==> src/rtl/seq_divider.sv <==
// Restoring divider: one quotient bit per clock under a start/done handshake.
// Splits a DW-bit unsigned dividend by a VW-bit unsigned divisor.
module seq_divider #(
    parameter int DW = 10,
    parameter int VW = 8
) (
    input  logic          clk,
    input  logic          rst_n,
    input  logic          start,
    input  logic [DW-1:0] dividend,
    input  logic [VW-1:0] divisor,
    output logic          busy,
    output logic          done,
    output logic          dz,
    output logic [DW-1:0] quotient,
    output logic [VW-1:0] remainder
);

    localparam int CW = $clog2(DW + 1);
    localparam logic [CW-1:0] LAST_CNT = CW'(DW - 1);

    typedef enum logic [0:0] {
        IDLE = 1'b0,
        CALC = 1'b1
    } state_e;

    // One restoring step: returns {quotient_bit, new_partial_remainder}.
    function automatic logic [VW+1:0] restore_step(
        input logic [VW:0]   rem,
        input logic          din,
        input logic [VW-1:0] dvs
    );
        logic [VW:0] shifted;
        shifted = {rem[VW-1:0], din};
        if (shifted >= {1'b0, dvs}) begin
            restore_step = {1'b1, shifted - {1'b0, dvs}};
        end else begin
            restore_step = {1'b0, shifted};
        end
    endfunction

    state_e        state_q, state_d;
    logic          busy_q, busy_d;
    logic          done_q, done_d;
    logic          dz_q, dz_d;
    logic [DW-1:0] quotient_q, quotient_d;
    logic [VW-1:0] remainder_q, remainder_d;
    logic [DW-1:0] dvd_q, dvd_d;
    logic [VW-1:0] dvs_q, dvs_d;
    logic [VW:0]   rem_q, rem_d;
    logic [DW-1:0] qacc_q, qacc_d;
    logic [CW-1:0] cnt_q, cnt_d;
    logic [VW+1:0] step;

    // Next-state and datapath update for the IDLE/CALC handshake.
    always_comb begin
        state_d     = state_q;
        busy_d      = busy_q;
        done_d      = 1'b0;
        dz_d        = dz_q;
        quotient_d  = quotient_q;
        remainder_d = remainder_q;
        dvd_d       = dvd_q;
        dvs_d       = dvs_q;
        rem_d       = rem_q;
        qacc_d      = qacc_q;
        cnt_d       = cnt_q;
        step        = restore_step(rem_q, dvd_q[DW-1], dvs_q);

        case (state_q)
            IDLE: begin
                if (start) begin
                    if (divisor != {VW{1'b0}}) begin
                        dvd_d   = dividend;
                        dvs_d   = divisor;
                        rem_d   = {(VW+1){1'b0}};
                        qacc_d  = {DW{1'b0}};
                        cnt_d   = {CW{1'b0}};
                        busy_d  = 1'b1;
                        state_d = CALC;
                    end else begin
                        // Divide by zero resolves in a single cycle without entering CALC.
                        quotient_d  = {DW{1'b1}};
                        remainder_d = dividend[VW-1:0];
                        dz_d        = 1'b1;
                        done_d      = 1'b1;
                    end
                end else begin
                    state_d = IDLE;
                end
            end
            CALC: begin
                rem_d  = step[VW:0];
                qacc_d = {qacc_q[DW-2:0], step[VW+1]};
                dvd_d  = {dvd_q[DW-2:0], 1'b0};
                cnt_d  = cnt_q + {{(CW-1){1'b0}}, 1'b1};
                if (cnt_q == LAST_CNT) begin
                    quotient_d  = {qacc_q[DW-2:0], step[VW+1]};
                    remainder_d = step[VW-1:0];
                    dz_d        = 1'b0;
                    done_d      = 1'b1;
                    busy_d      = 1'b0;
                    state_d     = IDLE;
                end else begin
                    state_d = CALC;
                end
            end
            default: begin
                state_d = IDLE;
                busy_d  = 1'b0;
            end
        endcase
    end

    // State and datapath registers; reset aborts any division in flight.
    always_ff @(posedge clk or negedge rst_n) begin
        if (!rst_n) begin
            state_q     <= IDLE;
            busy_q      <= 1'b0;
            done_q      <= 1'b0;
            dz_q        <= 1'b0;
            quotient_q  <= {DW{1'b0}};
            remainder_q <= {VW{1'b0}};
            dvd_q       <= {DW{1'b0}};
            dvs_q       <= {VW{1'b0}};
            rem_q       <= {(VW+1){1'b0}};
            qacc_q      <= {DW{1'b0}};
            cnt_q       <= {CW{1'b0}};
        end else begin
            state_q     <= state_d;
            busy_q      <= busy_d;
            done_q      <= done_d;
            dz_q        <= dz_d;
            quotient_q  <= quotient_d;
            remainder_q <= remainder_d;
            dvd_q       <= dvd_d;
            dvs_q       <= dvs_d;
            rem_q       <= rem_d;
            qacc_q      <= qacc_d;
            cnt_q       <= cnt_d;
        end
    end

    assign busy      = busy_q;
    assign done      = done_q;
    assign dz        = dz_q;
    assign quotient  = quotient_q;
    assign remainder = remainder_q;

endmodule

==> config.mk <==
export PLATFORM = sky130hd
export DESIGN_NAME = seq_divider
export DESIGN_NICKNAME = d
export VERILOG_FILES = /design/src/rtl/seq_divider.sv
export SDC_FILE = /design/constraint.sdc
export NUM_CORES = 1
export LEC_CHECK = 0
export ABC_AREA = 1
export CORE_ASPECT_RATIO = 1.75
export CORE_MARGIN = 2
export CORE_UTILIZATION = 25
export CTS_CLUSTER_DIAMETER = 120
export DETAILED_ROUTE_END_ITERATION = 12
export PLACE_DENSITY_LB_ADDON = 0.25
export SLEW_MARGIN = 10
export SYNTH_ARGS = -nofsm -noshare
export SYNTH_HDL_FRONTEND = slang
export SYNTH_SLANG_ARGS = --single-unit
==> constraint.sdc <==
create_clock -name clk -period 1.8 [get_ports clk]
set_input_delay 0.18 -clock clk [delete_from_list [all_inputs] [get_ports clk]]
set_output_delay 0.18 -clock clk [all_outputs]
set_load 0.1 [all_outputs]
======== Word level (Yosys, flattened, before mapping) ========
Cells that the tools add are included.
operators by class
  add/subtract/negate cells ............... 2
  multipliers ............................. 0
  divide/modulo/power cells ............... 0
  order comparisons ....................... 1
  equal/unequal tests ..................... 5
  shift-type cells ........................ 0
  multiplexer cells ....................... 36
  bitwise operators ....................... 1
  reduce and logical (&&, ||, !) cells .... 5
operator list
  cell                 number
  $mux 10              6
  $mux 8               5
  $pmux 10 s2          2
  $pmux 8 s2           2
  $mux 9               2
  $pmux 9 s2           1
  $mux 1               11
  $ge 9x8->1           1
  $reduce_and 3->1     3
  $sub 9x8->9          1
  $mux 4               2
  $pmux 1 s2           4
  $pmux 4 s2           1
  $reduce_bool 8->1    1
  $ne 2x2->1 const B   3
  $add 4x1->4 const B  1
  $eq 4x4->1 const B   1
  $ne 2x1->1 const B   1
  $reduce_and 2->1     1
  $not 1->1            1
storage, ports and cells
  flip-flop bits (word level) ............. 61
  bits in latches ......................... 0
  RAM bits ................................ 0
  bits in read-only memories .............. 0
  input bits .............................. 21
  output and inout port bits .............. 21
  word-level logic and storage cells ...... 61
  memories kept ........................... 0

======== Longest topological paths before layout ========
Gate-level depths: netlist of run 1.
  depth after elaboration ................. 4
  depth in mapped cells ................... 14
  gate-level depth less buffers ........... 14

======== Least setup slack after synthesis of run 1 ========
Ideal clock, no wire load.
  kind .................................... reg-to-reg
  from .................................... register dvd_q[9]
  to ...................................... register remainder_q[4], in the netlist remainder[4]
  setup time .............................. 0.062 ns
  data arrival time ....................... 1.624 ns
  data required time ...................... 1.738 ns
  slack ................................... 0.113 ns
  cell stages (with the launch flop) ...... 11
  buffers on the path ..................... 0
  clock period less this slack ............ 1.687 ns
  cells stage by stage .................... dfrtp_1 > inv_1 > ha_1 > inv_1 > fa_1 > a21oi_1 > xor2_1 > nand3_2 > nand3_2 > nand2_1 > inv_1
between the ends
  longest elaborated chain between the ends .. 4
  elaborated cells on any way between the ends .. 5
  those cells by class .................... add/sub (1); order compare (1); mux (3)
ends and longest elaborated chain
  element                                           RTL line  source
  start, declared                                   48        logic [DW-1:0] dvd_q, dvd_d;
  start signal, assigned                            124       dvd_q <= {DW{1'b0}};
  start signal, assigned                            136       dvd_q <= dvd_d;
  $sub 9x8->9 / $ge 9x8->1 (equally long branches)  36, 35
  $mux 10 *                                         35        if (shifted >= {1'b0, dvs}) begin
  $mux 8 *                                          97        if (cnt_q == LAST_CNT) begin
  $pmux 8 s2 *                                      70        case (state_q)
  end signal, assigned                              123       remainder_q <= {VW{1'b0}};
  end signal, assigned                              135       remainder_q <= remainder_d;
  end, declared                                     47        logic [VW-1:0] remainder_q, remainder_d;
Every way passes the cells marked *; elsewhere a longest branch is shown, timed or not. The select of a mux whose other input is x is not followed.
A chain may end at the register's enable or synchronous reset.

======== Final worst setup path of run 1 ========
  from .................................... register rem_q[0]
  to ...................................... register remainder_q[4], in the netlist remainder[4]
between the ends
  longest elaborated chain between the ends .. 4
  elaborated cells on any way between the ends .. 5
  those cells by class .................... add/sub (1); order compare (1); mux (3)
ends and longest elaborated chain
  element                                           RTL line  source
  start, declared                                   50        logic [VW:0] rem_q, rem_d;
  start signal, assigned                            126       rem_q <= {(VW+1){1'b0}};
  start signal, assigned                            138       rem_q <= rem_d;
  $sub 9x8->9 / $ge 9x8->1 (equally long branches)  36, 35
  $mux 10 *                                         35
  $mux 8 *                                          97
  $pmux 8 s2 *                                      70
Marked as above.

==> impl_results.md, run 1 <==
- Status: completed
- Critical path arrival: between 2 and 2.5 ns
- Reg2Reg Setup Slack: about 0.048 ns
- Largest net degree at the start of global routing: 62
- Ports: 42
- Max transition margin: 0.769
- Worst-skew pair later-pin latency: 0.33 ns
- Vias in the first global route: roughly 2,800
- Hold Fails Final Rpt: 0
- WL/cell: approximately 14 microns
- Placement Cell Area: 0.00393 sq mm
- Hold WC Path Type: in -> async
- Share of cells above drive strength 1: 0.305
- R2R depth: 9
- Crit end category: flip-flop
- First-pass GRT wire length: between 10,000 and 15,000 microns
- Via Count: 2,699
- Min cycle time layout: 1.75 ns
- Worst R2R Start: rem_q[0]
- Syn Inst Count: 367
- # rows: 54
- Avg Vias per Cell: around 4.3
- Total track usage: 0.135
- Tightest Pin Transition: between 0.3 and 0.4 ns
- Hpwl dp: 6210 microns
- Reg2Reg Capture Point: remainder[4]
- Die Span Y: 153 microns
- DRC violations left: 0
- Synth Net Count: between 300 and 400
- RSZ-0062 raised after global routing: true
- Die area: 0.0136 sq mm
- Slew Limit Fails: 0
- Congestion Overflow GR: 0
- Syn. warnings: 0
- Setup Viol. Count Final: 0
- Syn-to-layout area delta: 40.2%
- Initial antenna violation count: 0
- Drt total wl: 8670 microns
- Global placer's final weighted congestion: a little over 0.8
- Count of flip-flops with a built-in enable after synthesis: 0
- Max FO, Critical Path: 3
- Setup crit start kind: flip-flop
- Cell Area, Synth: 0.00316 sq mm
- Leading post-synthesis cells by cell area: dfrtp_1 48%, nand2_1 8.4%, inv_1 6.2%, nand3_2 4.7%, ha_1 4.0%
- Worst setup margin: ~0.048 ns
- Htree depth: 3
- Clk sink count: a little over 60
- Synthesized flop and latch total: 61
- Max Clock Skew: about 0.006 ns
- Core Area: approximately 0.012 sq mm
- Worst path required time: 2.07 ns
- Iter 0 DRT Violations: between 150 and 200
- Post-synth top cells: 71 x nand2_1, 61 x dfrtp_1, 52 x inv_1
- Asr flop ratio synth: 1.00
- WS Path Type: reg -> reg
- Setup TNS: 0 ns
- Final net count: 480
- Fmax: 571 MHz
- Max stage delay cell, worst path: dfrtp_2
- Clk slew on worst S/H paths: around 0.05 ns
- Final period util: 0.974
- Initial Util: 0.254
- Port-buffer cells: 41
- Design area: about 0.0044 sq mm
- Dpl ws: -0.0304 ns
- Max-Cap Viols: 0
- Hold slack: 0.383 ns
- Antenna Diode Count: 0
- Crit path cell chain: buf_4 > buf_4 > fa_2 > a21oi_2 > xor2_1 > nand3_2 > nand3_2 > nand2_1 > inv_1
- Drt first pass iters: 4
- Die width: ~89 microns
- Post-synth top area share: 0.483
- Avg Cell Area, Syn: roughly 8.6 sq um
- Seq/Total Area, Yosys: 0.483
- Root buf cell: clkbuf_16
- CTS tree: done
- TritonCTS Buffers: 9
- CTS max path bufs: 2
- Synth Flop Type: dfrtp_1
- Cell with the most instances after synthesis: nand2_1
- Final ANT Viol Nets: 0
- Largest stage delay, worst path: around 0.44 ns
- Leading area contributor after synthesis: dfrtp_1
- Post-synthesis cell type count: 29
-- registers in the layout, summed over array words and instances (netlist names) --
| signal | count |
|---|---|
| dvd_q | 10 |
| done | 1 |
| qacc_q | 9 |
| cnt_q | 4 |
| remainder | 8 |
| dvs_q | 8 |
| busy | 1 |
| rem_q | 8 |
| quotient | 10 |
| state_q | 1 |
| dz | 1 |
-- worst max path at each step --
stage	startpoint	endpoint	slack, ns	depth (start not counted)
final	rem_q[0]	remainder[4]	0.05	9
after CTS	rem_q[1]	remainder[0]	0.002	11
after floorplan	dvd_q[9]	remainder[4]	0.11	10
after global routing	rem_q[3]	remainder[0]	-0.04	10
after detailed placement	rem_q[3]	remainder[0]	-0.03	11
after global placement	rem_q[5]	remainder[0]	0.0004	11
-- per-layer routing --
metal,global-route usage,part of all wire
met1,0.146,0.38
met2,0.248,0.57
met3,0.0249,0.022
met4,0.0561,0.030
met5,0,0
-- critical path: cells and delay by family, from the launching register on --
family | cells | cell delay [ns]
AO/OA/AOI/OAI | 1 | 0.15
XOR/XNOR | 1 | 0.19
AND/OR/NAND/NOR | 3 | 0.22
buffers and inverters | 3 | 0.32
flip-flops | 1 | 0.44
adder cells (fa/ha/maj) | 1 | 0.37
-- layout make-up --
class,instances,area [sq um]
fill,1339,8000
sequential,61,1530
multi-input combinational,238,1520
timing repair buffer,80,689
clock buffer,12,246
inverter,58,223
tap,168,210
clock inverter,4,23.8
-- what timing repair did --
item                                    4_1_cts  5_1_grt
endpoints found under the setup margin        3       13
setup buffers                                 1        7
hold buffers                                  1        0
endpoints found under the hold margin        61        0
cloned                                        1        1
resized for setup                             9       19
pin swaps                                     2       16
-- per-stage QoR --
| stage | utilization | std cells |
|---|---|---|
| after floorplan | - | 367 |
| after global placement | 0.316 | 594 |
| after detailed placement | 0.316 | 594 |
| after CTS | 0.343 | 613 |
| after global routing | 0.357 | 621 |
| final | 0.357 | 621 |
-- cells by family (layout without fill, tap and decap cells) --
group / count (synthesis) / count (layout) / share of synthesized area
and+or+nand+nor: 167 / 169 / 0.277
DFF: 61 / 61 / 0.483
AOI/OAI and AO/OA: 55 / 55 / 0.0965
xor gates and xnor gates: 3 / 3 / 0.00831
adders and majority gates: 11 / 11 / 0.0459
buffers and inverters: 70 / 154 / 0.0898
-- placed cells by master, fill, tap and decap left out, drive strengths merged, types with 10 or more instances in the layout --
master	count
nor2	36
ha	10
o22ai	10
nand4	12
o21ai	23
buf	60
nand2	81
inv	58
dfrtp	61
a21oi	13
clkdlybuf4s50	19
clkbuf	12
nand3	31
Power of run 1 is not shown: default switching activity piles up to over one toggle a cycle in this logic, so the estimate is an artifact.
==> run 2, diff against run 1 <==
- RECOVER_POWER: not set -> 50
- TNS_END_PERCENT: not set -> 100
==> run 2 against run 1 <==
  * Worst hold slack gained 0.049 ns
  * Fmax is essentially flat
  * Critical path type unchanged
  * Final cell count is the same
  * Critical path depth is the same
  * Largest cell class unchanged
==> impl_results.md, run 2 (synthesized netlist as in run 1, its figures left out) <==
- Critical path arrival: 2.02 ns
- Highest routed layer: met4
- Syn-to-layout area delta: 39.3%
- Max stage delay cell, worst path: dfrtp_2
- WS Path Type: reg -> reg
- Port-buffer cells: just over 40
- Drt total wl: 8680 microns
- RSZ-0062 raised after global routing: true
- CTS max path bufs: 2
- Hold WC Path Type: in -> reg
- # rows: 54
- Core Area: 0.0124 sq mm
- Launch point of the worst path: rem_q[0]
- Largest stage delay, worst path: 0.44 ns
- Hpwl dp: just over 6000 microns
- Crit path cell chain: buf_4 > buf_4 > fa_2 > a21oi_2 > xor2_1 > nand3_2 > nand3_2 > nand2_1 > inv_1
- Drt first pass iters: 4
- Crit path to: remainder[4]
- Crit end category: flip-flop
- Reg2Reg Capture Point: remainder[4]
- Detail Route met3 WL: just under 200 microns
- Setup Viol. Count Final: 0
- Final net count: 480
- Most common cell after layout, fill and taps aside: nand2_1
- Max FO, Critical Path: 3
- TritonCTS Buffers: 9
- Clk sink count: 61
- Commonest non-fill, non-tap cells in the layout: 69 x nand2_1, 60 x dfrtp_1, 48 x buf_4
- Max transition margin: 0.422
- Root buf cell: clkbuf_16
- Min cycle time layout: 1.75 ns
- First-pass GRT wire length: 14,100 microns
- DRC violations left: 0
- Tightest Pin Transition: a little under 0.9 ns
- Status: completed
- Worst R2R Start: rem_q[0]
- Worst-skew pair later-pin latency: 0.33 ns
- R2R depth: 9
- Total track usage: 0.135
- Avg Vias per Cell: ~4.3
- Vias in the first global route: between 2,000 and 3,000
- Htree depth: 3
- Clk slew on worst S/H paths: around 0.050 ns
- Die Span Y: ~150 microns
- Via Count: between 2,000 and 3,000
- Setup TNS: 0 ns
- Die area: between 0.01 and 0.015 sq mm
- Global placer's final weighted congestion: 0.828
- Antenna Diode Count: 0
- Iter 0 DRT Violations: around 170
- Final period util: 0.974
- Initial Util: 0.254
- Post-Route M1 WL: approximately 3300 microns
- Reg2Reg Setup Slack: between 0.04 and 0.05 ns
- Ports: 42
- Hold slack: 0.432 ns
- CTS tree: done
- Die width: just under 90 microns
- Max Clock Skew: ~0.0064 ns
- Largest net degree at the start of global routing: slightly above 60
- Max-Cap Viols: 0
- Share of cells above drive strength 1: 0.305
- Setup crit start kind: flip-flop
- WL/cell: 14.0 microns
- Slew Limit Fails: 0
- Met2 routed WL: slightly below 5000 microns
- Worst path required time: approximately 2.1 ns
- Initial antenna violation count: 0
- Congestion Overflow GR: 0
- Fmax: around 570 MHz
- Final ANT Viol Nets: 0
- Hold Fails Final Rpt: 0
## run 2: area by class of cell
cell class                      count  area (sq um)
Fill cell                        1344          8030
Sequential cell                    61          1530
Multi-Input combinational cell    238          1520
Timing Repair Buffer               80           659
Clock buffer                       12           246
Inverter                           58           223
Tap cell                          168           210
Clock inverter                      4          23.8
## run 2: critical path, delay by kind of cell (launching register included)
kind / cells / cell delay, ns
flip-flops: 1 / 0.44
AND/OR/NAND/NOR: 3 / 0.22
AO/OA/AOI/OAI: 1 / 0.15
buffers and inverters: 3 / 0.32
adder cells (fa/ha/maj): 1 / 0.37
XOR/XNOR: 1 / 0.19
## run 2: timing repair
action	4_1_cts	5_1_grt
endpoints found under the hold margin	61	0
pin swaps	2	16
resized for setup	9	19
buffers inserted	1	7
endpoints found under the setup margin	3	13
hold buffers	1	0
gates cloned	1	1
## run 2: metrics by stage
step | area [sq um] | util | instances | setup WS (ns)
6_report | 4410 | 0.354 | 621 | 0.0475
5_1_grt | 4410 | 0.354 | 621 | -0.0443
4_1_cts | 4270 | 0.343 | 613 | 0.00210
3_5_place_dp | 3930 | 0.316 | 594 | -0.0304
3_3_place_gp | 3930 | 0.316 | 594 | 0.000371
2_1_floorplan | 3160 | - | 367 | 0.113
## run 2: worst min path at each step
stage | from | endpoint | slack, ns | cells after the start
CTS | rst_n | dz | 0.41 | 3
finish | divisor[3] | dvs_q[3] | 0.43 | 3
global route | divisor[0] | dvs_q[0] | 0.48 | 3
detailed placement | rst_n | dz | 0.22 | 2
floorplan | rst_n | busy | -0.12 | 0
global placement | rst_n | busy | 0.21 | 2
## run 2: routing by layer
layer,GRT usage,vias to the layer above
met5,0,-
met2,0.248,35
met1,0.146,1289
li1,-,1354
met3,0.0249,18
met4,0.0561,0
Power of run 2 is left out for the same reason.
==> run 3, diff against run 2 <==
- CORE_ASPECT_RATIO: 1.75 -> not set
- REMOVE_ABC_BUFFERS: not set -> 1
==> run 3 against run 2 <==
  * Sequential cell count unchanged
  * Clock-buffer cell count decreased by 1
  * Fmax increased by 0.87%
  * Utilization decreased by 0.58 points
  * Die area decreased by 0.27%
  * Register-to-register slack improved by 0.02 ns
  * Sequential share of layout area increased by 0.51 points
  * Worst setup slack improved by 0.015 ns
  * Final cell count decreased by 2.1%
  * Global-route usage decreased by 1.1 points
  * Clock skew about the same
  * Largest cell class unchanged
  * Highest routed layer unchanged
==> impl_results.md, run 3 (synthesized netlist as in run 1, its figures left out) <==
- Status: completed
- Clk slew on worst S/H paths: roughly 0.05 ns
- RSZ-0062 raised after global routing: true
- Syn-to-layout area delta: 37.4%
- Setup Viol. Count Final: 0
- Die area: 0.0136 sq mm
- Share of cells above drive strength 1: 0.278
- Reg2Reg Setup Slack: about 0.063 ns
- WL/cell: 12.9 microns
- Placed Instances: between 500 and 600
- WS Path Type: reg -> reg
- Setup crit start kind: flip-flop
- Tightest Pin Transition: around 0.86 ns
- Die Span Y: approximately 120 microns
- Fmax: between 500 and 600 MHz
- Worst R2R Start: rem_q[6]
- Commonest non-fill, non-tap cells in the layout: 70 x nand2_1, 59 x dfrtp_1, 47 x inv_1
- Most common cell after layout, fill and taps aside: nand2_1
- Htree depth: 3
- Hold WC Path Type: in -> reg
- Min cycle time layout: 1.74 ns
- Placement Cell Area: between 0.003 and 0.004 sq mm
- R2R depth: 10
- Congestion Overflow GR: 0
- Hpwl dp: ~5400 microns
- Crit end category: flip-flop
- Die width: 116 microns
- Worst-skew pair later-pin latency: around 0.33 ns
- Antenna Diode Count: 0
- Global placer's final weighted congestion: ~0.77
- Final net count: 463
- Initial Util: 0.254
- Largest net degree at the start of global routing: slightly above 60
- Hold_sp: divisor[1]
- Ports: 42
- Seq. cell area: 0.00153 sq mm
- Vias in the first global route: approximately 2,700
- CTS tree: done
- Max-Cap Viols: 0
- Reg2Reg Capture Point: remainder[3]
- Total track usage: 0.125
- Via Count: 2,617
- Hold Crit Depth: 3
- Drt total wl: 7840 microns
- TritonCTS Buffers: 9
- Port-buffer cells: between 40 and 50
- Critical path arrival: a little under 2 ns
- Initial antenna violation count: 0
- First-pass GRT wire length: ~13,000 microns
- Hold Path Sink: dvs_q[1]
- Slew Limit Fails: 0
- Max transition margin: 0.424
- Root buf cell: clkbuf_16
- Avg Vias per Cell: 4.30
- Iter 0 DRT Violations: 72
- Clk sink count: about 60
- Max Clock Skew: 0.00619 ns
- Finished Layout Cells: 608
- Core Area: between 0.01 and 0.015 sq mm
- # rows: 41
- Final ANT Viol Nets: 0
- # fillers: between 1,000 and 1,500
- Design area: about 0.0043 sq mm
- Final period util: 0.965
- Multi-input combinational cell area: roughly 0.0015 sq mm
- Setup TNS: 0 ns
- Max FO, Critical Path: 5
- DRC violations left: 0
- Hold Fails Final Rpt: 0
- Worst path required time: between 2 and 2.5 ns
- Drt first pass iters: 5
- CTS max path bufs: 2
## run 3: changes by cell type in the layout (fill, tap and decap cells not counted), moves of 2 or more
cell | before | now
buf_12 | 2 | 4
bufinv_16 | 0 | 2
clkinvlp_4 | 0 | 2
clkinv_2 | 3 | 1
buf_4 | 48 | 28
## run 3: worst max path at each step
stage                   from            to  cells past startpoint  slack [ns]
floorplan            state_q  remainder[1]                      7       -0.61
global placement    rem_q[5]  remainder[7]                     11        0.02
detailed placement  dvd_q[9]  remainder[4]                     10       0.006
CTS                 rem_q[5]  remainder[1]                     11        0.01
global route        rem_q[6]  remainder[4]                     10       -0.05
finish              rem_q[6]  remainder[3]                     10        0.06
## run 3: through the flow
stage           util  setup WS (ns)  hold WS (ns)
6_report       0.349         0.0625         0.436
5_1_grt        0.349        -0.0549         0.462
4_1_cts        0.335         0.0139         0.414
3_5_place_dp   0.307        0.00552         0.225
3_3_place_gp   0.307         0.0164         0.220
2_1_floorplan      -         -0.613        -0.116
## run 3: repair_timing
| item | 4_1_cts | 5_1_grt |
|---|---|---|
| cloned | 0 | 3 |
| endpoints found under the setup margin | 3 | 18 |
| hold endpoints to repair | 61 | 0 |
| setup buffers | 0 | 5 |
| pin swaps | 0 | 14 |
| hold buffers | 1 | 0 |
| gates resized for setup | 3 | 24 |
## run 3: cell type report
cell class / instances / area share
clock buffer: 11 / 0.0559
clock inverter: 5 / 0.0193
inverter: 58 / 0.0518
multi-input combinational: 238 / 0.346
sequential: 61 / 0.352
tap: 172 / 0.0495
timing repair buffer: 62 / 0.125
timing repair inverter: 1 / 0.00115
## run 3: critical path: stages (launching register included)
cell	delay, ns
dfrtp_1	0.43
ha_4	0.31
nand2_1	0.10
nor2_4	0.17
nand3_2	0.10
nand2_4	0.12
clkinv_2	0.11
nand4_1	0.12
nand3_2	0.07
nand2_1	0.06
inv_1	0.04
## run 3: per-layer routing
metal | vias up | wire, microns | global-route usage
met5 | - | 0 | 0
met4 | 0 | 134 | 0.0563
met3 | 10 | 284 | 0.0301
met2 | 45 | 3890 | 0.210
met1 | 1240 | 3530 | 0.151
li1 | 1322 | - | -
Power of run 3 is left out for the same reason.
==> patch 1: new RTL, flow settings as in run 3 <==
Change the parameter `VW` from 8 to 4.
--- a/src/rtl/seq_divider.sv
+++ b/src/rtl/seq_divider.sv
@@ -2,7 +2,7 @@
 // Splits a DW-bit unsigned dividend by a VW-bit unsigned divisor.
 module seq_divider #(
     parameter int DW = 10,
-    parameter int VW = 8
+    parameter int VW = 4
 ) (
     input  logic          clk,
     input  logic          rst_n,
Ports: changed (resized divisor and remainder); port bits go from 42 to 34. The function was not compared with the original's and may differ.
==> patch 1 against run 3 <==
Worst setup slack gained 0.14 ns; routed wire length shrank 37%; sequential cell count shrank 12; critical path depth shrank 1; final cell count shrank 32%; sequential share of layout area grew 7.6 points; synthesized cell count shrank 33%; worst hold slack gained 0.0072 ns; synthesized area shrank 24%; cell area shrank 34%.
Power is not shown: default switching activity piles up to over one toggle a cycle in this logic, so the estimate is an artifact.
==> patch 1: results (changes against run 3) <==
- Status: finished, final reports clean
- Reg2Reg Depth: 9 (-1)
- Top cells by area, synth: dfrtp_1, nand2_1, inv_1, nand3_2, a21oi_2
- Clock Skews: 0.00932 ns (+0.00313 ns)
- Worst hold endpoint: dvd_q[7]$_DFFE_PN0P_
- Wire length per cell: 11.9 um (-7.9%)
- Distinct cells, synth: 30 (+3.4%)
- # fillers: 1,012 (-22%)
- TritonCTS Buffers: 5 (-4)
- Rel. slew slack: 0.178 (-0.246)
- GP Congestion: 0.777 (+0.78%)
- Hold_ws: 0.443 ns (+0.00721 ns)
- DR pass1 iterations: 4 (-1)
- Max FO, Critical Path: 6 (+1)
- First-pass GRT wire length: 8470 um (-34%)
- Via Count: 1,697 (-35%)
- Clock latency on the worst-skew pair: 0.30 ns (-0.03 ns)
- Layout Nets: 309 (-33%)
- Clk root buf: clkbuf_8
- Mapped Cells: 247 (-33%)
- PortBufs: 33 (-20%)
- Final period util: 0.886 (-0.0793)
- Post-route insts no fill: 414 (-32%)
- Initial DRC count: 74 (+2.8%)
- H-tree depth: 2 (-1)
- GRT Total Usage: 0.104 (-0.0207)
- Post-DP Area: 0.00281 mm^2 (-27%)
- CTS sink count: 49 (-20%)
- Worst path arrival time: 1.80 ns (-0.16 ns)
- Synth top cells by count: dfrtp_1, nand2_1, inv_1, nand3_1, nor2_1
- Largest net degree at the start of global routing: 50 (-19%)
- Reg-to-reg startpoint: rem_q[1]$_DFFE_PN0P_
- Flop2flop setup slack: 0.21 ns (+0.14 ns)
- DP Wirelength: 3610 um (-33%)
- Multi-input gate area: 940 um^2 (-37%)
- Reg clk slew, reported paths: 0.09 ns (+0.04 ns)
- YS warnings: 0 (unchanged)
- Register area share after synthesis: 0.511 (+0.0289)
- Layout cells sized above 1: 0.242 (-0.0354)
[patch 1: cell types whose count changed after synthesis, moves of 8 or more]
cell / change
nor2_2: +9
nand2_1: -28
o21ai_1: -17
inv_1: -17
a31oi_1: -8
nor2_1: -22
dfrtp_1: -12
a21oi_2: +9
[patch 1: layout make-up]
cell class              count  share of cell area
clock buffers               6              0.0253
multi-input cells         151               0.328
well taps                 129              0.0563
clock inverters             1             0.00305
repair buffers             40               0.110
inverters                  38              0.0506
flip-flops and latches     49               0.427
[patch 1: worst max path at each step]
stage                          endpoint  depth (start not counted)
6_report       remainder[3]$_DFFE_PN0P_                          9
3_5_place_dp   remainder[2]$_DFFE_PN0P_                          9
2_1_floorplan      dvd_q[1]$_DFFE_PN0P_                          5
3_3_place_gp   remainder[2]$_DFFE_PN0P_                          9
5_1_grt            rem_q[3]$_DFFE_PN0P_                          3
4_1_cts        remainder[2]$_DFFE_PN0P_                          9
[patch 1: layer usage]
metal  vias to the layer above  wire, um  global-route usage
met5                         -         0                   0
met4                         0        24              0.0297
met3                         2       206              0.0253
met2                        24      2390               0.161
met1                       804      2290               0.145
li1                        867         -                   -
[patch 1: timing repair]
action / CTS / global route
gates resized for setup: 0 / 0
hold endpoints to repair: 49 / 0
endpoints found under the setup margin: 0 / 0
hold buffers: 1 / 0
[patch 1: tightest hold or removal path, delay by kind of cell]
kind / cells / cell delay, ns
buf+inv: 1 / 0.39
simple gates: 2 / 0.12
[patch 1: cell families after synthesis]
logic type / synth area share
AOI/OAI and AO/OA: 0.105
xor gates and xnor gates: 0.00365
adders and majority gates: 0.0397
buffers and inverters: 0.0966
DFF: 0.511
and+or+nand+nor: 0.243
==> patch 2: new RTL, config.mk and constraints of run 3 <==
Without the edit above. Register the inputs `start`, `dividend` and `divisor` before use, without a reset. The logic sees them one clock later.
--- a/src/rtl/seq_divider.sv
+++ b/src/rtl/seq_divider.sv
@@ -23,6 +23,16 @@
         IDLE = 1'b0,
         CALC = 1'b1
     } state_e;
+
+    logic start_q;
+    logic [DW-1:0] dividend_q;
+    logic [VW-1:0] divisor_q;
+
+    always_ff @(posedge clk) begin
+        start_q    <= start;
+        dividend_q <= dividend;
+        divisor_q  <= divisor;
+    end
 
     // One restoring step: returns {quotient_bit, new_partial_remainder}.
     function automatic logic [VW+1:0] restore_step(
@@ -69,10 +79,10 @@
 
         case (state_q)
             IDLE: begin
-                if (start) begin
-                    if (divisor != {VW{1'b0}}) begin
-                        dvd_d   = dividend;
-                        dvs_d   = divisor;
+                if (start_q) begin
+                    if (divisor_q != {VW{1'b0}}) begin
+                        dvd_d   = dividend_q;
+                        dvs_d   = divisor_q;
                         rem_d   = {(VW+1){1'b0}};
                         qacc_d  = {DW{1'b0}};
                         cnt_d   = {CW{1'b0}};
@@ -81,7 +91,7 @@
                     end else begin
                         // Divide by zero resolves in a single cycle without entering CALC.
                         quotient_d  = {DW{1'b1}};
-                        remainder_d = dividend[VW-1:0];
+                        remainder_d = dividend_q[VW-1:0];
                         dz_d        = 1'b1;
                         done_d      = 1'b1;
                     end
Formal check against the unedited RTL: not equivalent (a bounded check fails within 4 cycles, from zero or initial values and one cycle with rst_n low).
==> patch 2 against run 3 <==
Maximum frequency increased by 0.19%; count of clock-buffer cells in the layout unchanged; clock skew increased by 0.0023 ns; core utilization increased by 0.55 points; global-route usage increased by 0.39 points; cell area increased by 14%; routed wire length increased by 16%; worst setup slack improved by 0.0034 ns; sequential cell count increased by 19; synthesized cell count increased by 10%; worst hold slack got worse by 0.061 ns; synthesized area increased by 13%; largest cell class unchanged.
Power is left out: the tool's default activity adds up to more than one toggle a clock period on the data nets, which glitch-free logic cannot reach.
==> patch 2: results (changes against run 3) <==
- Status: finished, final reports clean
- Largest net degree at the start of global routing: 62 (unchanged)
- First-pass GRT wire length: 14,800 um (+15%)
- Invs w/o clock: 58 (-1.7%)
- Xor-xnor portion of the synthesized cell area: 0.00734 (-0.000969)
- Clock network share of area: 0.0570 (-0.0181)
- Signal buffers share of area: 0.124 (-0.00123)
- Initial DRC count: 169 (+130%)
- Top_reg_cell synth: dfrtp_1
- Fraction of standard cell area that is sequential: 0.386 (+0.0346)
- Top cells by area, synth: dfrtp_1, dfxtp_1, nand2_1, inv_1, nand3_1
- Post-cts sizing count: 11 (+8)
- GP Congestion: 0.814 (+5.6%)
- Mapped Cells: 405 (+10%)
- Crit-path slowest cell: dfrtp_1
- Synth top cells by count: nand2_1, dfrtp_1, inv_1, nor2_1, nand3_1
- Compound-Gate Fraction of Synth Area: 0.0818 (-0.0148)
- Flops & latches, synth: 80 (+31%)
- Place WS: -0.0479 ns (-0.0534 ns)
- Distinct cells, synth: 35 (+21%)
- GRT Total Usage: 0.129 (+0.00395)
- Post-route insts no fill: 664 (+9.2%)
- Worst path arrival time: 2.02 ns (+0.06 ns)
- Register area share after synthesis: 0.532 (+0.0499)
- # diodes: 0 (unchanged)
- Max FO, Critical Path: 5 (unchanged)
- Reg clk slew, reported paths: 0.07 ns (+0.02 ns)
- Clk buf depth: 2 (unchanged)
- TritonCTS Buffers: 9 (unchanged)
- Post-CTS setup buffer count: 1 (+1)
- Vias/cell: 4.38 (+1.8%)
- CP startpoint: rem_q[4]$_DFFE_PN0P_
- Clock Skews: 0.00854 ns (+0.00235 ns)
- Number of global-route vias before repair: 2,922 (+7.2%)
- Multi-input gates: 256 (+7.6%)
- Post-DP Area: 0.00428 mm^2 (+12%)
- YS warnings: 0 (unchanged)
- Post-Synth Adder-Cell Area: 0.0405 (-0.00535)
- FP Rows: 43 (+4.9%)
- Placed cell count: 639 (+9.6%)
- Crit path largest cell delay: 0.42 ns
- Layout Nets: 511 (+10%)
- Signal buffers: 74 (+19%)
- # fillers: 1,436 (+11%)
- Ys async rst share: 0.763 (-0.238)
- HP Class: in2reg
- Share of cell area taken by multi-input logic gates: 0.343 (-0.00247)
- Worst-Margin Slew: 0.879 ns (+0.0153 ns)
- P&R area growth vs syn: 37.8%
- Multiplexer area fraction after synthesis: 0 (unchanged)
- Post-Route WL: 9070 um (+16%)
- Layout cells sized above 1: 0.337 (+0.0593)
- DR pass1 iterations: 4 (-1)
- Clk root buf: clkbuf_16
- Hold Crit Start: divisor[2]
- Clock latency on the worst-skew pair: 0.35 ns (+0.02 ns)
- Largest delay contributor family on the critical path: simple AND/OR/NAND/NOR gates
- DP Wirelength: 6120 um (+14%)
==> patch 2: cell count changes in the layout (fill, tap and decap cells not counted), sizes merged, moves of 4 or more <==
cell           delta
dlygate4sd3      +19
clkbuf            -8
nor2              +7
nand2             +5
dfxtp            +19
buf              +20
clkdlybuf4s50    -19
nand3             +4
==> patch 2: routing by layer <==
layer	routed length, um	global-route usage	vias to the layer above
met3	438	0.0449	11
met1	4240	0.171	1382
met5	0	0	-
met4	109	0.0298	0
met2	4280	0.201	56
li1	-	-	1461
==> patch 2: final timing paths <==
kind,endpoint,slack [ns],cells past startpoint
setup / recovery,remainder[2]$_DFFE_PN0P_,0.07,10
hold / removal,divisor_q[2]$_DFF_P_,0.37,1
setup reg to reg,remainder[2]$_DFFE_PN0P_,0.07,10
hold reg to reg,dvs_q[0]$_DFFE_PN0P_,0.45,2
max in group asynchronous,cnt_q[1]$_DFFE_PN0P_,0.63,3
min in group asynchronous,dvs_q[6]$_DFFE_PN0P_,0.61,3
